$ cat src/rtl/mesh_pkg.sv
// Shared definitions for mesh terminal endpoints: packet field layout,
// terminal FSM states and the destination-match helper.
package mesh_pkg;

    localparam int PKT_W        = 32;
    localparam int NXT_JUMP_MSB = 31;
    localparam int NXT_JUMP_LSB = 24;
    localparam int ROW_MSB      = 23;
    localparam int ROW_LSB      = 20;
    localparam int COL_MSB      = 19;
    localparam int COL_LSB      = 16;
    localparam int MODE_BIT     = 15;
    localparam int PYLD_W       = 15;

    typedef enum logic {
        IDLE,
        COMMIT
    } term_state_e;

    function automatic logic dest_match(
        input logic [PKT_W-1:0] pkt,
        input logic [3:0]       row,
        input logic [3:0]       col,
        input logic [7:0]       bdcst
    );
        logic hit_rc;
        logic hit_bc;
        hit_rc = (pkt[ROW_MSB:ROW_LSB] == row) &&
                 (pkt[COL_MSB:COL_LSB] == col);
        hit_bc = (pkt[NXT_JUMP_MSB:NXT_JUMP_LSB] == bdcst);
        return hit_rc || hit_bc;
    endfunction

endpackage

$ cat src/rtl/term_fifo.sv
// Synchronous first-word-fall-through FIFO shared by mesh terminals.
// Push while full is honoured only when a pop happens in the same cycle.
module term_fifo #(
    parameter int WIDTH = 32,
    parameter int DEPTH = 4,
    localparam int AW   = $clog2(DEPTH),
    localparam int CW   = AW + 1
) (
    input  logic             clk,
    input  logic             rst_n,
    input  logic             push,
    input  logic [WIDTH-1:0] wr_data,
    input  logic             pop,
    output logic [WIDTH-1:0] rd_data,
    output logic             full,
    output logic             empty,
    output logic [CW-1:0]    count
);

    logic [WIDTH-1:0] mem [DEPTH];
    logic [AW-1:0]    wr_ptr;
    logic [AW-1:0]    rd_ptr;
    logic             do_push;
    logic             do_pop;

    assign full    = (count == CW'(DEPTH));
    assign empty   = (count == '0);
    assign do_pop  = pop && !empty;
    assign do_push = push && (!full || do_pop);
    assign rd_data = mem[rd_ptr];

    always_ff @(posedge clk or negedge rst_n) begin
        if (!rst_n) begin
            wr_ptr <= '0;
            rd_ptr <= '0;
            count  <= '0;
            for (int i = 0; i < DEPTH; i++) begin
                mem[i] <= '0;
            end
        end else begin
            if (do_push) begin
                mem[wr_ptr] <= wr_data;
                wr_ptr      <= wr_ptr + AW'(1);
            end
            if (do_pop) begin
                rd_ptr <= rd_ptr + AW'(1);
            end
            count <= count + CW'(do_push) - CW'(do_pop);
        end
    end

endmodule

$ cat src/rtl/mesh_term_sink.sv
// Receiving terminal on a mesh router port: drains router words, keeps
// packets addressed here (or broadcast) and counts the misrouted ones.
module mesh_term_sink
    import mesh_pkg::*;
#(
    parameter int         pckg_sz    = 32,
    parameter int         fifo_depth = 4,
    parameter logic [7:0] bdcst      = 8'hFF,
    parameter logic [3:0] MY_ROW     = 4'h0,
    parameter logic [3:0] MY_COL     = 4'h1,
    parameter int         CNT_W      = 16
) (
    input  logic               clk,
    input  logic               reset,
    input  logic               pndng,
    input  logic [pckg_sz-1:0] data_out,
    output logic               pop,
    output logic               out_valid,
    output logic [pckg_sz-1:0] out_data,
    input  logic               out_ready,
    output logic [CNT_W-1:0]   rx_cnt,
    output logic [CNT_W-1:0]   drop_cnt,
    output logic               fifo_full
);

    localparam int CW = $clog2(fifo_depth) + 1;

    term_state_e        state;
    term_state_e        state_d;
    logic [pckg_sz-1:0] cap_reg;
    logic [pckg_sz-1:0] cap_d;
    logic               pop_d;
    logic               push;
    logic               rx_inc;
    logic               drop_inc;
    logic               hit;
    logic               fifo_empty;
    logic [CW-1:0]      count;

    assign hit = dest_match(cap_reg[PKT_W-1:0], MY_ROW, MY_COL, bdcst);

    always_comb begin
        state_d  = state;
        cap_d    = cap_reg;
        pop_d    = 1'b0;
        push     = 1'b0;
        rx_inc   = 1'b0;
        drop_inc = 1'b0;
        unique case (state)
            IDLE: begin
                // Room is checked here; the only push is in COMMIT.
                if (pndng && (count < CW'(fifo_depth))) begin
                    cap_d   = data_out;
                    pop_d   = 1'b1;
                    state_d = COMMIT;
                end
            end
            COMMIT: begin
                push     = hit;
                rx_inc   = hit;
                drop_inc = !hit;
                state_d  = IDLE;
            end
            default: state_d = IDLE;
        endcase
    end

    always_ff @(posedge clk or negedge reset) begin
        if (!reset) begin
            state    <= IDLE;
            cap_reg  <= '0;
            pop      <= 1'b0;
            rx_cnt   <= '0;
            drop_cnt <= '0;
        end else begin
            state   <= state_d;
            cap_reg <= cap_d;
            pop     <= pop_d;
            if (rx_inc && (rx_cnt != '1)) begin
                rx_cnt <= rx_cnt + CNT_W'(1);
            end
            if (drop_inc && (drop_cnt != '1)) begin
                drop_cnt <= drop_cnt + CNT_W'(1);
            end
        end
    end

    assign out_valid = !fifo_empty;

    term_fifo #(
        .WIDTH (pckg_sz),
        .DEPTH (fifo_depth)
    ) u_fifo (
        .clk     (clk),
        .rst_n   (reset),
        .push    (push),
        .wr_data (cap_reg),
        .pop     (out_valid && out_ready),
        .rd_data (out_data),
        .full    (fifo_full),
        .empty   (fifo_empty),
        .count   (count)
    );

endmodule

$ cat config.mk
export PLATFORM = sky130hd
export DESIGN_NAME = mesh_term_sink
export DESIGN_NICKNAME = d
export VERILOG_FILES = /design/src/rtl/mesh_pkg.sv /design/src/rtl/term_fifo.sv /design/src/rtl/mesh_term_sink.sv
export SDC_FILE = /design/constraint.sdc
export NUM_CORES = 1
export LEC_CHECK = 0
export ABC_CLOCK_PERIOD_IN_PS = 1900
export CORE_MARGIN = 2
export CORE_UTILIZATION = 51
export CTS_CLUSTER_SIZE = 16
export DETAILED_ROUTE_END_ITERATION = 12
export GPL_TIMING_DRIVEN = 0
export PLACE_DENSITY = 0.75
export SLEW_MARGIN = 10
export SYNTH_ARGS = -nofsm -noshare
export SYNTH_HDL_FRONTEND = slang
export SYNTH_SLANG_ARGS = --single-unit
$ cat constraint.sdc
create_clock -name clk -period 1.9 [get_ports clk]
set_input_delay 0.38 -clock clk [delete_from_list [all_inputs] [get_ports clk]]
set_output_delay 0.38 -clock clk [all_outputs]
set_load 0.005 [all_outputs]
# ---- Word level (Yosys, flattened, before mapping)
# Cells that the tools add are included.
# W data, S select, Z words.
dict set report totals {
  register_bits 201
  word_cells 57
}
dict set report classes {
  n_reduce_logical 16
  n_lt_le_gt_ge 4
  n_eq_ne 5
  muxes 11
  n_bitwise 3
  add_sub_neg 6
}
# cell n
set op_table {}
lappend op_table {{$bwmux W128} 1}
lappend op_table {{$mux W32} 3}
lappend op_table {{$bmux W32 S2} 1}
lappend op_table {{$demux W32 S2} 1}
lappend op_table {{$add A16 B1 Y16 const B} 2}
lappend op_table {{$ne A16 B16 Y1 const B} 2}
lappend op_table {{$eq A8 B8 Y1 const B} 1}
lappend op_table {{$logic_and A1 B1 Y1} 8}
lappend op_table {{$ge A3 B3 Y1 const B} 2}
lappend op_table {{$not A2 Y3} 2}
lappend op_table {{$add A2 B1 Y2 const B} 2}
lappend op_table {{$eq A4 B1 Y1 const B} 1}
lappend op_table {{$logic_not A4 Y1} 1}
lappend op_table {{$mux W1} 4}
lappend op_table {{$add A3 B1 Y3} 1}
lappend op_table {{$eq A3 B3 Y1 const B} 1}
lappend op_table {{$logic_not A1 Y1} 3}
lappend op_table {{$logic_not A3 Y1} 1}
lappend op_table {{$lt A3 B1 Y1 const B} 1}
lappend op_table {{$lt A3 B3 Y1 const B} 1}
lappend op_table {{$sub A3 B1 Y3} 1}
lappend op_table {{$logic_or A1 B1 Y1} 2}
lappend op_table {{$pmux W1 S2} 1}
lappend op_table {{$reduce_and A2 Y1} 1}
lappend op_table {{$not A1 Y1} 1}

# ---- Depth between registers and ports, before layout
# Gate-level depths: netlist (run 1).
dict set report logic_depth {
  ltp_word 8
  mapped_depth 9
  mapped_depth_nobuf 9
}

# ---- By module
# A second synthesis (run 1) with hierarchy kept.
dict set report unflattened {
  hier_cells 573
  area_unflattened_um2 8816.0
}
# mod cells_per_inst n_inst seq_area_each_um2 area_each_um2
set by_module_without_submodules {}
lappend by_module_without_submodules {term_fifo 346 1 3378.2 5964.5}
lappend by_module_without_submodules {mesh_term_sink 227 1 1626.6 2851.5}

# ---- Least setup slack after synthesis (run 1)
# No wires, ideal clock.
dict set report synth_path {
  path_kind {reg2reg}
  start {register u_fifo.count[0]}
  end {register u_fifo.count[2]}
  stages_incl_launch_ff 9
  period_less_slack_ns 2.161
  setup_time_ns 0.123
  path_slack_ns -0.261
  arrival_ns 2.038
  required_time_ns 1.777
  n_path_buf 0
  path_cell_list {dfrtp_1 or3_1 and2_1 ha_1 inv_1 ha_1 fa_1 xnor2_1 xnor2_1}
}
dict set report synth_via {
  elab_chain_len 8
  elab_cells_between_ends 10
  cone_classes {2 x add/sub; 1 x eq/ne; 7 x reduce/logical}
}
# element line_no
set synth_lines {}
lappend synth_lines {{from (decl)} term_fifo.sv:17} ;# output logic [CW-1:0] count
lappend synth_lines {{from (signal assigned)} term_fifo.sv:48} ;# count <= count + CW'(do_push) - CW'(do_pop);
lappend synth_lines {{$logic_not A3 Y1 *} term_fifo.sv:27} ;# assign empty = (count == '0);
lappend synth_lines {{$logic_not A1 Y1 *} mesh_term_sink.sv:88} ;# assign out_valid = !fifo_empty;
lappend synth_lines {{named net out_valid} mesh_term_sink.sv:18} ;# output logic out_valid,
lappend synth_lines {{$logic_and A1 B1 Y1} mesh_term_sink.sv:98} ;# .pop (out_valid && out_ready),
lappend synth_lines {{$logic_and A1 B1 Y1 *} term_fifo.sv:28} ;# assign do_pop = pop && !empty;
lappend synth_lines {{named net u_fifo.do_pop} term_fifo.sv:24} ;# logic do_pop;
lappend synth_lines {{$logic_or A1 B1 Y1} term_fifo.sv:29} ;# assign do_push = push && (!full || do_pop);
lappend synth_lines {{$logic_and A1 B1 Y1} term_fifo.sv:29}
lappend synth_lines {{$add A3 B1 Y3} term_fifo.sv:48}
lappend synth_lines {{$sub A3 B1 Y3 *} term_fifo.sv:48}
# The timed path passes the listed nets; every way through them passes the cells marked *.
# A chain may end at the register's enable or synchronous reset.

# ---- Final worst setup path (run 1)
dict set report layout_path {
  start {register u_fifo.rd_ptr[0]}
  end {output port out_data[23]}
}
dict set report layout_via {
  elab_chain_len 4
}
# element line_no
set layout_lines {}
lappend layout_lines {{from (decl)} term_fifo.sv:22} ;# logic [AW-1:0] rd_ptr;
lappend layout_lines {{from (signal assigned)} term_fifo.sv:46} ;# rd_ptr <= rd_ptr + AW'(1);
lappend layout_lines {{$not A2 Y3 (not written as such)} term_fifo.sv:30} ;# assign rd_data = mem[rd_ptr];
lappend layout_lines {{$bmux W32 S2} term_fifo.sv:30}
lappend layout_lines {{$mux W32 (not written as such) (2 in a row)} term_fifo.sv:30}
lappend layout_lines {{to (decl)} mesh_term_sink.sv:19} ;# output logic [pckg_sz-1:0] out_data,
# No other way between the ends. The select of a mux whose other input is x is not followed.

==> metrics, run 1 <==
syn_nets around 620; DRT Pass-1 Iters 4; critical path depth 5; WL met1 slightly above 9 mm; metal3 WL roughly 1.1 mm; full die area between 15,000 and 20,000 µm²; r2r startpoint cap_reg[18]$_DFFE_PN0P_; CTS Root Cell clkbuf_16; vias in the first global route about 6,400; Data arrival, critical path roughly 1.9 ns; hpwl dp ~12 mm; DRT Wirelength around 23 mm; Max VDD drop 0.000777 V; post-synthesis cell type count 36; met2 wire length 11.8 mm; Pint roughly 0.0094 W; Tmin final 2.24 ns; largest net degree at the start of global routing 90; CP endpoint kind primary output; worst hold path class in2async; Net Sw Frac 29.5%; DRC viols 0; first-pass GRT wire length 35.9 mm; skew final roughly 0.011 ns; Final period util 118%; htree depth 4; post-synthesis area per instance 15.3 µm²; max reg flops about 130; initial antenna violation count 0; All-Layer GR Usage 26.4%; setup slack after layout -0.336 ns; Pwr Density 1060 nW/µm²; YS warnings 0; Initial Utilization 52.6%; Setup TNS -40.05 ns; vias per std cell approximately 5.6; Setup CP Type reg2out; CTS tree yes; post-layout util 75.3%; Placed Cells ~900; sw power between 0.003 and 0.004 W; Core Region 16,700 µm²; R2R setup slack -0.31 ns; CP max stage cell mux4_2; combinational power share between 20 and 30%; top sig layer met4; post-place instance area ~10,000 µm²; die height about 140 µm; Clk Latency, worst-skew pair about 0.45 ns; fmax approximately 0.45 GHz; Final Hold Vio Count 0; Routed Antenna Nets 0; CTS buffer count 17; via count approximately 5,700; Reg power frac a little over two fifths; Ant. Diodes 0; CP Buf/Inv Count 4; MaxCap Viol Count 0; share of layout cells above drive strength 1 55.0%; Layout Area Growth over Synthesis 43.3%; Remaining Overflow, GRT 0; IO buf count ~100; Worst slew margin a little under 70%; RePlAce Congestion ~0.8; sequential area share after synthesis between 50% and 60%; Cells after Synth ~570; clock network fraction of total power between 20 and 30%; Top Family by Delay on Critical Path buffers and inverters; worst-path cell chain buf_12 > buf_12 > buf_6 > mux4_2 > buf_6; crit path from u_fifo.rd_ptr[0]$_DFFE_PN0P_; CP peak stage delay around 0.50 ns; Finished Layout Cells ~1,000; Crit path required time about 1.5 ns; first-iteration detailed-routing DRC count 338; Slew @ Worst Pin approximately 0.47 ns; failing checks negative setup slack; final instance area roughly 13,000 µm²; crit-path max FO 8; mapped cell area between 8000 and 9000 µm²; Lkg Pwr approximately 6 nW; final slew viol count 0; routed length per instance ~23 µm; outcome finished, violations left; Worst R2R Path Depth 7; startpoint types register; clock tree buffer depth 2; Die W 135 µm; Yosys reg bits 200; # clock sinks 200; RSZ-0062 raised after global routing true; final setup violation count between 150 and 200; CTS clock-pin slew for the worst setup and hold paths 0.07 ns; Nets 819; Cell Rows between 40 and 50; # IOs around 100
[through the flow]
stage	power (W)	worst slack, ns	hold slack, ns
after detailed placement	0.00868	-1.01	0.257
after global routing	0.0139	-0.401	0.397
after CTS	0.0132	-0.337	0.385
after floorplan	0.00753	-0.126	0.0844
after global placement	0.00852	-7.33	0.481
final	0.0133	-0.336	0.380
[worst register-to-register path, delay by kind of cell, from the launching register on]
kind | cells | cell delay, ns
compound gates | 1 | 0.30
buf+inv | 2 | 0.27
flops | 1 | 0.42
mux | 1 | 0.30
simple gates | 3 | 0.79
[area by class of cell]
| class | count | area, µm² |
|---|---|---|
| multi-input cells | 337 | 4250 |
| fillers | 964 | 4120 |
| repair buffers | 189 | 2070 |
| clock buffers | 24 | 472 |
| plain buffers | 22 | 364 |
| inverters | 7 | 28.8 |
| flip-flops and latches | 200 | 5020 |
| clock inverters | 8 | 96.3 |
| well taps | 220 | 275 |
[logic make-up after synthesis]
logic type,count (synthesis),synth area share [%]
xor+xnor,31,3.09
flops,200,57.0
buf+inv,36,2.51
fa+ha+maj,9,1.37
simple gates,94,5.94
mux,198,29.5
compound gates,5,0.599
[cells in the final DEF, fill, tap and decap left out, types with 4 or more instances in the layout]
cell             netlist  layout
dfrtp_1              200     187
mux2_2               156      92
mux2_4                 0      73
clkdlybuf4s50_1        0      67
buf_6                  7      33
mux4_2                32      32
buf_4                  6      32
xor2_1                26      26
buf_2                  8      26
buf_12                 0      24
clkbuf_16              0      17
nand2_1               18      16
dfrtp_2                0      13
nand3_1               15      12
buf_16                 0      11
buf_8                  0      10
nor3_4                 0       7
nor4_4                 0       6
nand4_1                6       6
clkbuf_8               0       6
nor3_2                 1       6
ha_1                   8       5
clkbuf_1               8       5
inv_1                  7       4
and3_1                 6       4
xnor2_1                5       4
clkinv_2               0       4
[synthesized netlist by cell type, drive strengths merged]
| library cell | n | area, µm² |
|---|---|---|
| nor4b | 4 | 41.3 |
| mux2 | 165 | 1860 |
| nor2 | 7 | 26.3 |
| nor3 | 15 | 80.1 |
| or2 | 3 | 21.3 |
| fa | 1 | 20.0 |
| nor4 | 7 | 43.8 |
| a41oi | 1 | 8.76 |
| xor2 | 26 | 228 |
| ha | 8 | 100 |
| buf | 21 | 164 |
| mux2i | 1 | 10.0 |
| clkbuf | 8 | 30.0 |
| and2 | 2 | 12.5 |
| nand3 | 15 | 75.1 |
| a21bo | 1 | 10.0 |
| o41ai | 1 | 8.76 |
| nor3b | 4 | 30.0 |
| a21boi | 1 | 18.8 |
| nand4 | 6 | 37.5 |
| a31oi | 1 | 6.26 |
| and4 | 2 | 17.5 |
| or3 | 3 | 18.8 |
| and3 | 6 | 37.5 |
| nand2b | 2 | 12.5 |
| xnor2 | 5 | 43.8 |
| mux4 | 32 | 721 |
| dfrtp | 200 | 5000 |
| nand2 | 18 | 67.6 |
| inv | 7 | 26.3 |
[power groups by stage]
stage / Sequential [W] / Combinational (W) / Clock, W
2_1_floorplan: 0.00560 / 0.00193 / 0
3_3_place_gp: 0.00578 / 0.00274 / 0
3_5_place_dp: 0.00585 / 0.00283 / 0
4_1_cts: 0.00580 / 0.00376 / 0.00360
5_1_grt: 0.00592 / 0.00413 / 0.00385
6_report: 0.00582 / 0.00386 / 0.00360
[worst paths after layout]
path,end
worst max register to register,u_fifo.mem[99]$_DFFE_PN0P_
min in group clk,rx_cnt[11]$_DFFE_PN0P_
worst min register to register,rx_cnt[11]$_DFFE_PN0P_
max in group asynchronous,cap_reg[23]$_DFFE_PN0P_
worst min-delay path,u_fifo.mem[103]$_DFFE_PN0P_
worst max-delay path,out_data[23]
[what timing repair did]
| item | CTS | global route |
|---|---|---|
| resized for setup | 296 | 42 |
| gates cloned | 15 | 0 |
| hold endpoints to repair | 31 | 0 |
| setup endpoints to repair | 227 | 218 |
| buffers inserted | 60 | 25 |
| hold buffers | 1 | 0 |
| pin swaps | 37 | 22 |
[routing by layer]
layer,vias to the layer above,GRT usage [%]
li1,2496,-
met1,2973,32.9
met2,168,44.3
met3,47,6.55
met4,0,11.1
met5,-,0
Power figures use the tool's default switching activity.
==> inputs of run 2 (changes only) <==
Settings changed: CORE_UTILIZATION 51 to 50, PLACE_DENSITY 0.75 to 0.73.
==> run 2 against run 1 <==
Compared with the run above:
- the flow still finishes with violations (negative setup slack)
- count of clock-buffer cells in the layout decreased by 4
- sequential cell count unchanged
- die area increased by 1.9%
- combinational power rose by 2%
- clock skew up 0.0053 ns
- non-clock buffer count unchanged
- largest cell class unchanged
==> metrics, run 2 (same netlist as run 1, synthesis figures left out) <==
vias in the first global route 6,276 (-1.6%); Max VDD drop 0.000848 V (+9.2%); Pwr Density 1090 nW/µm² (+3.0%); IO buf count 102 (unchanged); Remaining Overflow, GRT 0 (unchanged); routed length per instance 22.3 µm (-1.0%); Hold EP drop_cnt[15]$_DFFE_PN0P_; startpoint types register; Setup CP Type reg2out; Setup TNS -36.73 ns (+3.32 ns); CP peak stage delay 0.55 ns (+0.05 ns); Crit path required time 1.52 ns (about the same); Initial Utilization 50.9% (-1.6 points); Worst slew margin 51.3% (-17 points); MaxCap Viol Count 0 (unchanged); largest net degree at the start of global routing 106 (+18%); Nets 819 (unchanged); min-delay src drop_cnt[15]$_DFFE_PN0P_; # IOs 103 (unchanged); DRT Wirelength 22.6 mm (-0.54%); R2R setup slack -0.30 ns (about the same); max reg flops 128 (unchanged); outcome finished, violations left; Tmin final 2.29 ns (+0.0531 ns); Die W 137 µm (+0.97%); worst hold path class reg2reg; Lkg Pwr 5.89 nW (-0.42%); clock tree buffer depth 2 (unchanged); Finished Layout Cells 1,012 (+0.50%); CTS clock-pin slew for the worst setup and hold paths 0.07 ns (about the same); FF-to-FF End u_fifo.mem[34]$_DFFE_PN0P_; setup slack after layout -0.389 ns (-0.0531 ns); via count 5,665 (-0.33%); final instance area 12,500 µm² (-0.76%); failing checks negative setup slack; Post-Place Worst Slack -0.891 ns (+0.123 ns); share of layout cells above drive strength 1 54.1% (-0.89 points); die height 137 µm (+0.97%); RSZ-0062 raised after global routing true; Routed Antenna Nets 0 (unchanged); hpwl dp 12.2 mm (+0.79%); vias per std cell 5.60 (-0.83%); first-iteration detailed-routing DRC count 314 (-7.1%); r2r startpoint cap_reg[21]$_DFFE_PN0P_; Ant. Diodes 0 (unchanged); most frequent cells in the layout 188 x dfrtp_1, 93 x mux2_2, 72 x mux2_4; Layout Area Growth over Synthesis 42.2%; Top Family by Delay on Critical Path multiplexers; DRT Pass-1 Iters 5 (+1); worst-path cell chain buf_6 > buf_6 > buf_12 > mux4_2 > buf_2; htree depth 4 (unchanged); Critical Path Most Common Cell buf_6; Cell Rows 48 (+2.1%); skew final 0.0158 ns (+0.00528 ns); # clock sinks 200 (unchanged); hold path cells 1; Placed Cells 901 (+0.45%); first-pass GRT wire length 35.1 mm (-2.2%); Data arrival, critical path 1.91 ns (+0.05 ns); post-place instance area 10,400 µm² (-0.20%); DRC viols 0 (unchanged); initial antenna violation count 0 (unchanged); CTS buffer count 17 (unchanged); fmax 0.437 GHz (-2.3%); CP Buf/Inv Count 4 (unchanged); Core Region 17,200 µm² (+3.2%); All-Layer GR Usage 25.4% (-0.96 points); full die area 18,600 µm² (+1.9%); CP endpoint kind primary output; Worst R2R Path Depth 7 (unchanged); CTS tree yes; Slew @ Worst Pin 0.731 ns (+0.256 ns); commonest non-fill, non-tap cell in the layout dfrtp_1; CP max stage cell mux4_2; CTS Root Cell clkbuf_16; crit-path max FO 5 (-3); final setup violation count 174 (-2.2%); Clk Latency, worst-skew pair 0.45 ns (about the same); RePlAce Congestion 0.827 (+2.5%); Final period util 120% (+2.8 points); final slew viol count 0 (unchanged); Final Hold Vio Count 0 (unchanged)
==> run 2: changes by cell type in the layout (fill, tap and decap cells not counted), moves of 4 or more <==
cell    change
nor3_1      +6
inv_6       +6
buf_16      -4
nor3_2      -6
==> run 2: stage by stage <==
stage	hold WS (ns)	utilization (%)	power, W
3_5_place_dp	0.444	60.6	0.00872
6_report	0.501	72.4	0.0136
3_3_place_gp	0.474	60.4	0.00854
4_1_cts	0.498	72.4	0.0136
5_1_grt	0.520	72.4	0.0142
2_1_floorplan	0.0844	-	0.00753
==> run 2: how the worst max path moves through the flow <==
| stage | to | depth (start not counted) | slack, ns | from |
|---|---|---|---|---|
| final | out_data[22] | 5 | -0.39 | u_fifo.rd_ptr[0]$_DFFE_PN0P_ |
| after global routing | out_data[22] | 5 | -0.41 | u_fifo.rd_ptr[0]$_DFFE_PN0P_ |
| after CTS | out_data[3] | 5 | -0.35 | u_fifo.rd_ptr[0]$_DFFE_PN0P_ |
| after detailed placement | cap_reg[14]$_DFFE_PN0P_ | 4 | -0.89 | pndng |
| after global placement | rx_cnt[14]$_DFFE_PN0P_ | 1 | -7.33 | reset |
| after floorplan | u_fifo.count[2]$_DFF_PN0_ | 8 | -0.13 | u_fifo.count[0]$_DFF_PN0_ |
==> run 2: worst register-to-register path: stages, from the launching register on <==
cell and delay (ns):
dfrtp_2 0.44, nor4_4 0.31, nand2_2 0.13, a21boi_4 0.28, and3_4 0.35, buf_4 0.16, buf_12 0.12, mux2_4 0.30
==> run 2: report_power, final <==
group          total, W  switching, W  internal (W)
registers       0.00584      0.000829       0.00501
clock network   0.00379       0.00165       0.00213
logic           0.00395       0.00153       0.00242
==> run 2: metal layers <==
metal / wire [µm] / track usage (%)
met3: 979 / 5.85
met1: 9480 / 32.8
met2: 11800 / 43.4
met4: 344 / 7.00
met5: 0 / 0
==> run 2: layout make-up <==
| cell class | count | area (µm²) |
|---|---|---|
| inverter | 7 | 28.8 |
| fill | 1046 | 4750 |
| multi-input combinational | 337 | 4200 |
| clock buffer | 20 | 447 |
| buffer | 22 | 364 |
| tap | 225 | 282 |
| sequential | 200 | 5020 |
| timing repair buffer | 189 | 1990 |
| clock inverter | 12 | 163 |
==> run 2: what timing repair did <==
action                                  CTS  global route
hold buffers                              1             0
setup buffers                            60            24
endpoints found under the setup margin  227           207
cloned                                   16             1
endpoints found under the hold margin    27             0
pin swaps                                28            17
gates resized for setup                 281            45
==> inputs of run 3 (changes only) <==
Settings changed: CAP_MARGIN from default to 20, RECOVER_POWER from default to 25, SETUP_SLACK_MARGIN from default to 0.02.
==> run 3 against run 2 <==
Compared with the run above:
- the flow still finishes with violations (negative setup slack)
- utilization up 1.5 points
- first-iteration DRC count rose by 1.3%
- routed wire length up 3.3%
- total power is 3.4% higher
- sequential power is essentially flat
- fmax rose by 1.1%
- register-to-register slack got worse by 0.07 ns
- die area is the same
- setup slack improved by 0.024 ns
- sequential cell count did not move
- largest cell class unchanged
- largest power group unchanged
==> metrics, run 3 (same netlist as run 1, synthesis figures left out) <==
skew final 0.0116 ns (-0.00418 ns); Slew @ Worst Pin 1.44 ns (+0.713 ns); share of layout cells above drive strength 1 56.3% (+2.1 points); post-layout util 73.9% (+1.5 points); largest net degree at the start of global routing 102 (-3.8%); R2R setup slack -0.37 ns (-0.07 ns); Cell Rows 48 (unchanged); Lkg Pwr 6.02 nW (+2.2%); filler cell count 976 (-6.7%); Worst slew margin 3.78% (-48 points); Die W 137 µm (unchanged); failing checks negative setup slack; die height 137 µm (unchanged); r2r startpoint cap_reg[19]$_DFFE_PN0P_; max reg flops 128 (unchanged); most frequent cells in the layout 187 x dfrtp_1, 89 x mux2_2, 76 x mux2_4; worst hold path class in2async; Core Region 17,200 µm² (unchanged); outcome finished, violations left; clock tree buffer depth 2 (unchanged); final setup violation count 194 (+11%); Setup CP Type reg2reg; MaxCap Viol Count 0 (unchanged); initial antenna violation count 0 (unchanged); htree depth 4 (unchanged); DRC viols 0 (unchanged); Setup TNS -43.84 ns (-7.11 ns); vias per std cell 5.67 (+1.2%); crit path from cap_reg[19]$_DFFE_PN0P_; RSZ-0062 raised after global routing true; first-pass GRT wire length 35.0 mm (-0.26%); # IOs 103 (unchanged); Routed Antenna Nets 0 (unchanged); CTS clock-pin slew for the worst setup and hold paths 0.07 ns (about the same); Finished Layout Cells 1,014 (+0.20%); final instance area 12,700 µm² (+2.0%); Layout Area Growth over Synthesis 45.1%; setup slack after layout -0.365 ns (+0.0241 ns); crit-path max FO 5 (unchanged); M1 GR Usage 33.7% (+0.92 points); Ant. Diodes 0 (unchanged); final slew viol count 0 (unchanged); Tmin final 2.27 ns (-0.0241 ns); RePlAce Congestion 0.816 (-1.3%); CTS tree yes; post-place instance area 10,400 µm² (about the same); Pwr Density 1100 nW/µm² (+1.4%); CP endpoint kind register; via count 5,746 (+1.4%); Worst R2R Path Depth 11 (+4); Crit path required time 2.25 ns (+0.73 ns); routed length per instance 23.0 µm (+3.1%); Max VDD drop 0.000787 V (-7.2%); Clk Latency, worst-skew pair 0.43 ns (-0.02 ns); IO buf count 102 (unchanged); first-iteration detailed-routing DRC count 318 (+1.3%); vias in the first global route 6,192 (-1.3%); # clock sinks 200 (unchanged); most used routing layer met2; CTS Root Cell clkbuf_16; commonest non-fill, non-tap cell in the layout dfrtp_1; CTS buffer count 17 (unchanged); All-Layer GR Usage 25.1% (-0.33 points); DRT Wirelength 23.3 mm (+3.3%); Initial Utilization 50.9% (unchanged); Placed Cells 901 (unchanged); DRT Pass-1 Iters 6 (+1); Data arrival, critical path 2.61 ns (+0.70 ns); full die area 18,600 µm² (unchanged); Remaining Overflow, GRT 0 (unchanged); Nets 822 (+0.37%); Final Hold Vio Count 0 (unchanged); startpoint types register; Final period util 119% (-1.3 points); hpwl dp 12.0 mm (-2.0%); fmax 0.441 GHz (+1.1%); FF-to-FF End u_fifo.count[2]$_DFF_PN0_; hold_ws 0.299 ns (-0.202 ns); met2 usage 42.5% (-0.83 points); met3 usage 5.11% (-0.74 points)
run 3: cell count changes in the layout (fill, tap and decap cells not counted), moves of 4 or more:
cell / previous run / this run
nor3_2: 0 / 4
nor3_1: 8 / 0
mux2_4: 72 / 76
buf_4: 35 / 31
mux2_2: 93 / 89
inv_6: 6 / 2
nor3_4: 7 / 11
run 3: timing repair:
action | 4_1_cts | 5_1_grt
hold buffers | 0 | 0
hold endpoints to repair | 0 | 0
pin swaps | 32 | 20
setup endpoints to repair | 227 | 196
setup buffers | 64 | 21
gates resized for setup | 277 | 75
cloned | 18 | 0
run 3: layout make-up:
| class | instances | area (µm²) | area share [%] |
|---|---|---|---|
| buffer | 22 | 342 | 2.68 |
| tap | 225 | 282 | 2.21 |
| clock inverter | 10 | 211 | 1.66 |
| inverter | 7 | 26.3 | 0.206 |
| clock buffer | 21 | 480 | 3.77 |
| timing repair buffer | 192 | 2070 | 16.2 |
| sequential | 200 | 5020 | 39.4 |
| multi-input combinational | 337 | 4310 | 33.8 |
run 3: per-layer routing:
| metal | wire length, µm | part of all wire, % |
|---|---|---|
| met1 | 9760 | 42 |
| met2 | 12300 | 53 |
| met3 | 921 | 4.0 |
| met4 | 334 | 1.4 |
| met5 | 0 | 0 |
run 3: where the power goes:
part,total (W),internal (W),switching (W)
combinational,0.00395,0.00238,0.00157
clock,0.00425,0.00262,0.00164
sequential,0.00584,0.00502,0.000822
run 3: how the worst max path moves through the flow:
stage	end	depth (start not counted)
floorplan	u_fifo.count[2]$_DFF_PN0_	8
CTS	out_data[24]	5
finish	u_fifo.count[2]$_DFF_PN0_	11
global route	u_fifo.count[2]$_DFF_PN0_	11
global placement	rx_cnt[14]$_DFFE_PN0P_	1
detailed placement	cap_reg[13]$_DFFE_PN0P_	4
run 3: worst max-delay path, cell delays in order (launching register included):
cell	delay [ns]
dfrtp_2	0.45
nor4b_4	0.34
nand2_2	0.14
a21boi_4	0.25
buf_6	0.13
buf_6	0.10
nand2_4	0.05
inv_2	0.08
ha_4	0.12
fa_2	0.23
xnor2_2	0.14
xnor2_1	0.15
run 3: metrics by stage:
stage	setup WS, ns	total power, W
final	-0.365	0.0140
after global routing	-0.450	0.0147
after CTS	-0.363	0.0138
after detailed placement	-0.893	0.00869
after global placement	-7.31	0.00853
after floorplan	-0.126	0.00753
